$ cat config.mk
export PLATFORM = sky130hd
export DESIGN_NAME = ms_apb_master
export DESIGN_NICKNAME = d
export VERILOG_FILES = /design/src/rtl/ms_apb_master_pkg.sv /design/src/rtl/ms_apb_master_timeout.sv /design/src/rtl/ms_apb_master.sv
export SDC_FILE = /design/constraint.sdc
export NUM_CORES = 1
export LEC_CHECK = 0
export CAP_MARGIN = 20
export CORE_MARGIN = 2
export CORE_UTILIZATION = 43
export DETAILED_ROUTE_END_ITERATION = 12
export PLACE_DENSITY = 0.79
export SLEW_MARGIN = 10
export SYNTH_ARGS = -nofsm -noshare
export SYNTH_HDL_FRONTEND = slang
export SYNTH_SLANG_ARGS = --single-unit
$ cat constraint.sdc
create_clock -name PCLK -period 1.87 [get_ports PCLK]
set_input_delay 0.374 -clock PCLK [delete_from_list [all_inputs] [get_ports PCLK]]
set_output_delay 0.374 -clock PCLK [all_outputs]
set_load 0.02 [all_outputs]
$ cat src/rtl/ms_apb_master_pkg.sv
// ---------------------------------------------------------------------------
// ms_apb_master_pkg
//   Shared definitions for the APB initiator: FSM state encoding, the read
//   data value returned on a PREADY timeout, and a helper that sizes the
//   wait-state counter.
// ---------------------------------------------------------------------------
package ms_apb_master_pkg;

  // Two-bit FSM encoding shared by the top and any checker modules.
  typedef enum logic [1:0] {
    ST_IDLE   = 2'b00,
    ST_SETUP  = 2'b01,
    ST_ACCESS = 2'b10,
    ST_RESP   = 2'b11
  } apb_state_e;

  // Same default value the APB slaves return for unmapped reads.
  localparam logic [31:0] TIMEOUT_RDATA = 32'hDEADBEEF;

  // Counter width for a timeout limit; a limit of 0 (wait forever) still
  // needs a one-bit counter so the vector is never zero-width.
  function automatic int timeout_cnt_width(input int timeout);
    if (timeout > 0) begin
      return $clog2(timeout + 1);
    end else begin
      return 1;
    end
  endfunction

endpackage

$ cat src/rtl/ms_apb_master_timeout.sv
// ---------------------------------------------------------------------------
// ms_apb_master_timeout
//   Saturating wait-state counter for the APB ACCESS phase.
//   Ports:
//     clk     in  clock
//     rst_n   in  asynchronous active-low reset
//     clr     in  synchronous clear (start of a new transfer)
//     en      in  count one wait cycle
//     expired out count has reached TIMEOUT (never set when TIMEOUT = 0)
// ---------------------------------------------------------------------------
module ms_apb_master_timeout
  import ms_apb_master_pkg::*;
#(
  parameter int TIMEOUT = 256
) (
  input  logic clk,
  input  logic rst_n,
  input  logic clr,
  input  logic en,
  output logic expired
);

  localparam int            CW    = timeout_cnt_width(TIMEOUT);
  localparam logic [CW-1:0] LIMIT = CW'(TIMEOUT);
  localparam bit            ARMED = (TIMEOUT != 0);

  logic [CW-1:0] count_r;

  // Wait-cycle counter: cleared per transfer, saturates at LIMIT, never wraps.
  always_ff @(posedge clk or negedge rst_n) begin
    if (!rst_n) begin
      count_r <= {CW{1'b0}};
    end else if (clr) begin
      count_r <= {CW{1'b0}};
    end else if (en && ARMED && (count_r != LIMIT)) begin
      count_r <= count_r + CW'(1);
    end else begin
      count_r <= count_r;
    end
  end

  assign expired = ARMED && (count_r == LIMIT);

endmodule

$ cat src/rtl/ms_apb_master.sv
// ---------------------------------------------------------------------------
// ms_apb_master
//   APB initiator. Turns a valid/ready command into one APB transfer
//   (SETUP, ACCESS with PREADY wait states, PSLVERR capture, optional
//   timeout) and returns the result on a valid/ready response port.
//   One transfer outstanding at a time; all outputs are registered.
//   Ports:
//     PCLK, PRESETn                  clock, async active-low reset
//     cmd_valid/cmd_ready            command handshake
//     cmd_write/cmd_addr/cmd_wdata   command payload
//     rsp_valid/rsp_ready            response handshake
//     rsp_rdata/rsp_err              read data (0 for writes), error flag
//     PSEL/PENABLE/PWRITE/PADDR/PWDATA   APB request outputs
//     PRDATA/PREADY/PSLVERR              APB completion inputs
// ---------------------------------------------------------------------------
module ms_apb_master
  import ms_apb_master_pkg::*;
#(
  parameter int AW      = 32,
  parameter int DW      = 32,
  parameter int TIMEOUT = 256
) (
  input  logic          PCLK,
  input  logic          PRESETn,
  input  logic          cmd_valid,
  output logic          cmd_ready,
  input  logic          cmd_write,
  input  logic [AW-1:0] cmd_addr,
  input  logic [DW-1:0] cmd_wdata,
  output logic          rsp_valid,
  input  logic          rsp_ready,
  output logic [DW-1:0] rsp_rdata,
  output logic          rsp_err,
  output logic          PSEL,
  output logic          PENABLE,
  output logic          PWRITE,
  output logic [AW-1:0] PADDR,
  output logic [DW-1:0] PWDATA,
  input  logic [DW-1:0] PRDATA,
  input  logic          PREADY,
  input  logic          PSLVERR
);

  apb_state_e    state_r,     state_nx;
  logic          cmd_ready_r, cmd_ready_nx;
  logic          psel_r,      psel_nx;
  logic          penable_r,   penable_nx;
  logic          pwrite_r,    pwrite_nx;
  logic [AW-1:0] paddr_r,     paddr_nx;
  logic [DW-1:0] pwdata_r,    pwdata_nx;
  logic          rsp_valid_r, rsp_valid_nx;
  logic [DW-1:0] rsp_rdata_r, rsp_rdata_nx;
  logic          rsp_err_r,   rsp_err_nx;
  logic          cnt_clr_s;
  logic          cnt_en_s;
  logic          cnt_expired_s;

  ms_apb_master_timeout #(
    .TIMEOUT (TIMEOUT)
  ) u_timeout (
    .clk     (PCLK),
    .rst_n   (PRESETn),
    .clr     (cnt_clr_s),
    .en      (cnt_en_s),
    .expired (cnt_expired_s)
  );

  // State and output registers; reset drops PSEL/PENABLE and any response.
  always_ff @(posedge PCLK or negedge PRESETn) begin
    if (!PRESETn) begin
      state_r     <= ST_IDLE;
      cmd_ready_r <= 1'b1;
      psel_r      <= 1'b0;
      penable_r   <= 1'b0;
      pwrite_r    <= 1'b0;
      paddr_r     <= {AW{1'b0}};
      pwdata_r    <= {DW{1'b0}};
      rsp_valid_r <= 1'b0;
      rsp_rdata_r <= {DW{1'b0}};
      rsp_err_r   <= 1'b0;
    end else begin
      state_r     <= state_nx;
      cmd_ready_r <= cmd_ready_nx;
      psel_r      <= psel_nx;
      penable_r   <= penable_nx;
      pwrite_r    <= pwrite_nx;
      paddr_r     <= paddr_nx;
      pwdata_r    <= pwdata_nx;
      rsp_valid_r <= rsp_valid_nx;
      rsp_rdata_r <= rsp_rdata_nx;
      rsp_err_r   <= rsp_err_nx;
    end
  end

  // Next-state and next-output logic; every register holds unless changed.
  always_comb begin
    state_nx     = state_r;
    cmd_ready_nx = cmd_ready_r;
    psel_nx      = psel_r;
    penable_nx   = penable_r;
    pwrite_nx    = pwrite_r;
    paddr_nx     = paddr_r;
    pwdata_nx    = pwdata_r;
    rsp_valid_nx = rsp_valid_r;
    rsp_rdata_nx = rsp_rdata_r;
    rsp_err_nx   = rsp_err_r;
    cnt_clr_s    = 1'b0;
    cnt_en_s     = 1'b0;

    case (state_r)
      ST_IDLE: begin
        if (cmd_valid && cmd_ready_r) begin
          state_nx     = ST_SETUP;
          cmd_ready_nx = 1'b0;
          psel_nx      = 1'b1;
          penable_nx   = 1'b0;
          pwrite_nx    = cmd_write;
          paddr_nx     = cmd_addr;
          pwdata_nx    = cmd_wdata;
          cnt_clr_s    = 1'b1;
        end else begin
          state_nx     = ST_IDLE;
        end
      end

      ST_SETUP: begin
        state_nx   = ST_ACCESS;
        penable_nx = 1'b1;
      end

      ST_ACCESS: begin
        // PREADY is checked first so a completion on the expiry cycle wins.
        if (PREADY) begin
          state_nx     = ST_RESP;
          psel_nx      = 1'b0;
          penable_nx   = 1'b0;
          rsp_valid_nx = 1'b1;
          rsp_rdata_nx = pwrite_r ? {DW{1'b0}} : PRDATA;
          rsp_err_nx   = PSLVERR;
        end else if (cnt_expired_s) begin
          state_nx     = ST_RESP;
          psel_nx      = 1'b0;
          penable_nx   = 1'b0;
          rsp_valid_nx = 1'b1;
          rsp_rdata_nx = DW'(TIMEOUT_RDATA);
          rsp_err_nx   = 1'b1;
        end else begin
          cnt_en_s     = 1'b1;
        end
      end

      ST_RESP: begin
        if (rsp_ready) begin
          state_nx     = ST_IDLE;
          rsp_valid_nx = 1'b0;
          cmd_ready_nx = 1'b1;
        end else begin
          state_nx     = ST_RESP;
        end
      end

      default: begin
        state_nx     = ST_IDLE;
        cmd_ready_nx = 1'b1;
        psel_nx      = 1'b0;
        penable_nx   = 1'b0;
        rsp_valid_nx = 1'b0;
      end
    endcase
  end

  assign cmd_ready = cmd_ready_r;
  assign PSEL      = psel_r;
  assign PENABLE   = penable_r;
  assign PWRITE    = pwrite_r;
  assign PADDR     = paddr_r;
  assign PWDATA    = pwdata_r;
  assign rsp_valid = rsp_valid_r;
  assign rsp_rdata = rsp_rdata_r;
  assign rsp_err   = rsp_err_r;

endmodule
==> run metrics, run 1 <==
Worst-path clk slew roughly 0.060 ns; Die H ~110 microns; CORE AREA 10900 sq um; Comb power frac 5.3%; Pleak 4.25 nW; die area around 12000 sq um; terminus of the critical flop-to-flop path u_timeout.count_r[2]$_DFFE_PN0P_; clk root buf clkbuf_8; post-synthesis async set-or-reset flop share between 90% and 100%; #FFs+latches synth 113; synthesized cell area roughly 4800 sq um; grt ovf 0; All-Layer GR Usage about a quarter; share of cells above drive strength 1 under 10%; final setup violation count 0; post-synthesis sequential area ratio between 50 and 60%; Post-synth EDFFs 0; P_int ~5.2 mW; post-route ant nets 0; Final Hold Vio Count 0; Routed wire per std cell between 15 and 20 microns; Post-synth top flop dfrtp_1; Pre-antenna DRT Iters 4; achievable frequency around 0.59 GHz; Synthesized Nets between 600 and 700; largest net degree at the start of global routing 70; CP bufs+invs 1; detailed placement HPWL approximately 9700 microns; synth warn 0; starting DRC count in detailed routing 285; Clock Skews slightly below 0.009 ns; TritonCTS Buffers 17; Worst-Margin Slew approximately 0.48 ns; Final Wtd Congestion ~0.77; vias in the first global route approximately 4500; CP max FO 6; Top Family by Delay on Critical Path flip-flops; DRC viols 0; Hold Path Class in2async; Worst-Skew Late Latency 0.51 ns; worst r2r path cells 5; first-pass GRT wire length 21600 microns; Max-Cap Viols 0; Critical Path Sink Type output port; RSZ-0062 raised after global routing false; max incr delay on CP approximately 0.6 ns; setup bufs post-CTS 0; H-tree Lvls 4; Cells after Synth ~520; PwrDens approximately 830 nW/um^2; Mean Syn Cell Area between 9 and 10 sq um; initial core utilization ~44%; Horiz. Die Dim ~110 microns; TritonCTS clock tree yes; fillers about 840; Crit Path Category reg2out; # rows 38; via-per-instance ratio approximately 5.0; Seq pwr share 37.8%; Critical Path RT about 1.5 ns; switching fraction of total power 19.2%; initial antenna violation count 0; # IOs around 200; clk buf depth 2; Crit-path slowest cell dfstp_2; Critical Path Start Type flip-flop; R2R Setup Slk approximately 0.2 ns; Slew headroom slightly below 70%; worst r2r src u_timeout.count_r[1]$_DFFE_PN0P_; final period utilization about nine tenths; Slew Limit Fails 0; ANT cells 0; clk sinks between 100 and 150; outcome complete, no violations; commonest non-fill, non-tap cell in the layout nand2_1; VDD IR max 485 uV; Switch Pwr around 1.2 mW; Min Clock Period, post-route 1.68 ns; Crit path arrival time ~1.3 ns; Setup TNS Final 0 ns; post-route cell area about 8000 sq um; CP Cell Sequence clkbuf_2; Port Buffers between 200 and 250; most frequent cells in the layout 205 x nand2_1, 112 x dfrtp_1, 101 x clkdlybuf4s50_1; DRT Wirelength around 14000 microns; Vias about 4500; Clk pwr share approximately 57%; Placed Instance Area 7150 sq um; P&R area growth vs syn 61.7%; post-synth cell types 36; fin nets 841
[per-layer routing]
| metal | vias to the layer above | share of wire (%) | global-route usage, % |
|---|---|---|---|
| li1 | 2143 | - | - |
| met1 | 2131 | 40 | 27.0 |
| met2 | 166 | 49 | 38.0 |
| met3 | 14 | 9.7 | 11.3 |
| met4 | 0 | 1.5 | 9.04 |
| met5 | - | 0 | 0 |
[worst max-delay path by stage]
stage | end | cells after the start | startpoint
final | cmd_ready | 1 | cmd_ready$_DFFE_PN1P_
after global routing | rsp_rdata[21]$_DFFE_PN0P_ | 6 | u_timeout.count_r[1]$_DFFE_PN0P_
after CTS | rsp_rdata[15] | 1 | rsp_rdata[15]$_DFFE_PN0P_
after detailed placement | u_timeout.count_r[7]$_DFFE_PN0P_ | 5 | PREADY
after global placement | u_timeout.count_r[5]$_DFFE_PN0P_ | 5 | PREADY
after floorplan | rsp_rdata[10]$_DFFE_PN0P_ | 6 | u_timeout.count_r[0]$_DFFE_PN0P_
[cell type report]
cell class	count	area [sq um]	share of cell area, %
sequential	113	2830	36.4
timing repair buffer	226	2220	28.5
multi-input combinational	373	1860	23.9
clock buffer	19	422	5.42
clock inverter	13	259	3.33
tap	140	175	2.25
inverter	5	18.8	0.241
[through the flow]
step | power [mW] | setup WS (ns) | hold slack [ns] | instances | util (%)
finish | 6.50 | 0.186 | 0.319 | 889 | 71.5
global route | 6.72 | 0.0974 | 0.316 | 889 | 71.5
global placement | 2.83 | -0.0475 | 0.295 | 856 | 65.6
floorplan | 2.54 | 0.234 | 0.0784 | 523 | -
CTS | 6.57 | 0.000888 | 0.290 | 889 | 71.0
detailed placement | 2.84 | -0.0524 | 0.301 | 856 | 65.6
[synth_stat cells (all sizes together) (5+ instances only)]
cell type / n / share of area [%]
nor2b: 24 / 3.1
clkbuf: 18 / 1.4
o21ai: 76 / 7.9
buf: 14 / 1.6
nand2: 205 / 16
dfrtp: 112 / 58
and2: 8 / 1.0
inv: 5 / 0.39
a21oi: 14 / 1.5
a221o: 8 / 1.7
[power groups by stage]
stage | combinational [mW] | sequential [mW] | clock, mW
after floorplan | 0.0401 | 2.50 | 0
after global placement | 0.336 | 2.50 | 0
after detailed placement | 0.342 | 2.50 | 0
after CTS | 0.346 | 2.45 | 3.77
after global routing | 0.372 | 2.45 | 3.90
final | 0.343 | 2.45 | 3.70
[kinds of logic (layout without fill, tap and decap cells)]
family | Yosys count | count (layout) | share of synthesized area [%]
and+or+nand+nor | 261 | 261 | 24.1
DFF | 113 | 113 | 58.8
AOI/OAI and AO/OA | 107 | 107 | 12.6
buffers and inverters | 37 | 263 | 3.38
muxes | 3 | 3 | 0.624
adders and majority gates | 2 | 2 | 0.520
[registers in the layout, summed over array words and instances, names as in the netlist]
signal and flops:
PADDR 32, PENABLE 1, PSEL 1, PWDATA 32
PWRITE 1, cmd_ready 1, rsp_err 1, rsp_rdata 32
rsp_valid 1, state_r 2, u_timeout.count_r 9
[timing repair]
action | CTS | global route
endpoints found under the hold margin | 21 | 0
gates resized for setup | 85 | 20
hold buffers | 1 | 0
cloned | 0 | 0
endpoints found under the setup margin | 84 | 46
pin swaps | 0 | 0
Power figures use the tool's default switching activity.
==> run 2, diff against run 1 <==
GPL_TIMING_DRIVEN = 0   (was default)
==> run metrics, run 2 (synthesis results as in run 1) <==
DRT Wirelength 14300 microns (+2.0%); M2 GR Usage 39.2% (+1.2 points); post-route ant nets 0 (unchanged); via-per-instance ratio 5.08 (+1.4%); Worst-path clk slew 0.05 ns (about the same); Seq pwr share 43.1% (+5.3 points); Routed wire per std cell 15.9 microns (+1.0%); clk root buf clkbuf_8; H-tree Lvls 4 (unchanged); Crit Path Category reg2out; CP max FO 6 (unchanged); # IOs 205 (unchanged); hold_ws 0.386 ns (+0.0669 ns); Worst-Skew Late Latency 0.51 ns (about the same); Crit path arrival time 1.42 ns (+0.11 ns); final setup violation count 0 (unchanged); initial antenna violation count 0 (unchanged); Final WS setup 0.0767 ns (-0.110 ns); Overall Power 5.69 mW (-12%); P_int 4.53 mW (-14%); Horiz. Die Dim 110 microns (unchanged); Slew Limit Fails 0 (unchanged); TritonCTS clock tree yes; Pre-antenna DRT Iters 5 (+1); Clk pwr share 51.0% (-6.0 points); Port Buffers 204 (unchanged); achievable frequency 0.558 GHz (-6.1%); Final Wtd Congestion 0.802 (+4.8%); Vias 4562 (+2.4%); Cells after DPL 868 (+1.4%); clk sinks 113 (unchanged); largest net degree at the start of global routing 64 (-8.6%); Placed Instance Area 7060 sq um (-1.2%); switching fraction of total power 20.4% (+1.2 points); post-route cell area 7620 sq um (-2.0%); Slew headroom 60.1% (-7.3 points); All-Layer GR Usage 24.4% (+0.88 points); P&R area growth vs syn 58.4%; grt ovf 0 (unchanged); CP Cell Sequence clkdlybuf4s15_1; initial core utilization 44.2% (unchanged); share of cells above drive strength 1 7.39% (-0.76 points); PwrDens 747 nW/um^2 (-11%); final period utilization 95.9% (+5.9 points); Die H 110 microns (unchanged); worst slack, placed -0.362 ns (-0.309 ns); Critical Path Sink Type output port; Pleak 4.38 nW (+3.0%); Critical Path RT 1.50 ns (about the same); # rows 38 (unchanged); VDD IR max 568 uV (+17%); Critical Path Start Type flip-flop; Max-Cap Viols 0 (unchanged); detailed placement HPWL 10100 microns (+4.9%); ANT cells 0 (unchanged); starting DRC count in detailed routing 254 (-11%); Hold Path Class in2reg; Final Hold Vio Count 0 (unchanged); RSZ-0062 raised after global routing false; TritonCTS Buffers 17 (unchanged); commonest non-fill, non-tap cell in the layout nand2_1; outcome complete, no violations; GRT busiest layer met2; Layout Cells excl Fill 898 (+1.0%); vias in the first global route 4654 (+4.0%); Global Route met3 Usage 10.8% (-0.41 points); clk buf depth 2 (unchanged); Min Clock Period, post-route 1.79 ns (+0.110 ns); Switch Pwr 1.16 mW (-7.0%); DRC viols 0 (unchanged); Top Family by Delay on Critical Path flip-flops; CP bufs+invs 1 (unchanged); max incr delay on CP 0.57 ns (-0.03 ns); R2R Setup Slk 0.12 ns (-0.08 ns); Comb power frac 5.8% (+0.5 points); CORE AREA 10900 sq um (unchanged); first-pass GRT wire length 22300 microns (+3.2%); Setup TNS Final 0 ns (unchanged); Crit-path slowest cell dfstp_2; Worst-Margin Slew 0.599 ns (+0.122 ns); most frequent cells in the layout 205 x nand2_1, 111 x dfrtp_1, 101 x clkdlybuf4s50_1; die area 12100 sq um (unchanged); Clock Skews 0.00844 ns (-0.000413 ns); final core occ 70.0% (-1.4 points); GR met1 Demand/Resource 28.2% (+1.3 points); fin nets 853 (+1.4%)
[run 2: area by class of cell]
cell class | instances | area [sq um]
inverter | 5 | 18.8
fill | 846 | 3260
clock inverter | 7 | 60.1
multi-input combinational | 373 | 1840
tap | 140 | 175
timing repair buffer | 207 | 2080
sequential | 113 | 2830
buffer | 31 | 149
clock buffer | 22 | 473
[run 2: worst paths after layout]
check                                                       from  depth (start not counted)                               end
worst min register to register             PADDR[10]$_DFFE_PN0P_                          2             PADDR[10]$_DFFE_PN0P_
worst min-delay path                                cmd_addr[10]                          3             PADDR[10]$_DFFE_PN0P_
worst max register to register  u_timeout.count_r[0]$_DFFE_PN0P_                          5  u_timeout.count_r[2]$_DFFE_PN0P_
min in group asynchronous                                PRESETn                          2             PADDR[31]$_DFFE_PN0P_
worst max-delay path                       cmd_ready$_DFFE_PN1P_                          1                         cmd_ready
max in group asynchronous                                PRESETn                          3         rsp_rdata[21]$_DFFE_PN0P_
[run 2: timing repair]
item	in CTS	in global routing
resized for setup	73	41
pin swaps	0	1
buffers inserted	0	1
endpoints found under the hold margin	61	0
endpoints found under the setup margin	88	73
hold buffers	1	0
[run 2: power groups by stage]
stage | Clock, mW | Combinational, mW | Sequential, mW
global route | 3.08 | 0.360 | 2.45
detailed placement | 0 | 0.326 | 2.50
global placement | 0 | 0.315 | 2.50
CTS | 2.95 | 0.332 | 2.45
floorplan | 0 | 0.0401 | 2.50
finish | 2.91 | 0.331 | 2.46
[run 2: tightest hold or removal path: stages]
cell,delay (ns)
clkdlybuf4s50_1,0.39
nand2_1,0.05
nand2_1,0.04
[run 2: per-layer routing]
metal / vias to the layer above / part of all wire (%)
li1: 2169 / -
met5: - / 0
met4: 0 / 2.3
met1: 2177 / 40
met2: 189 / 48
met3: 27 / 9.9
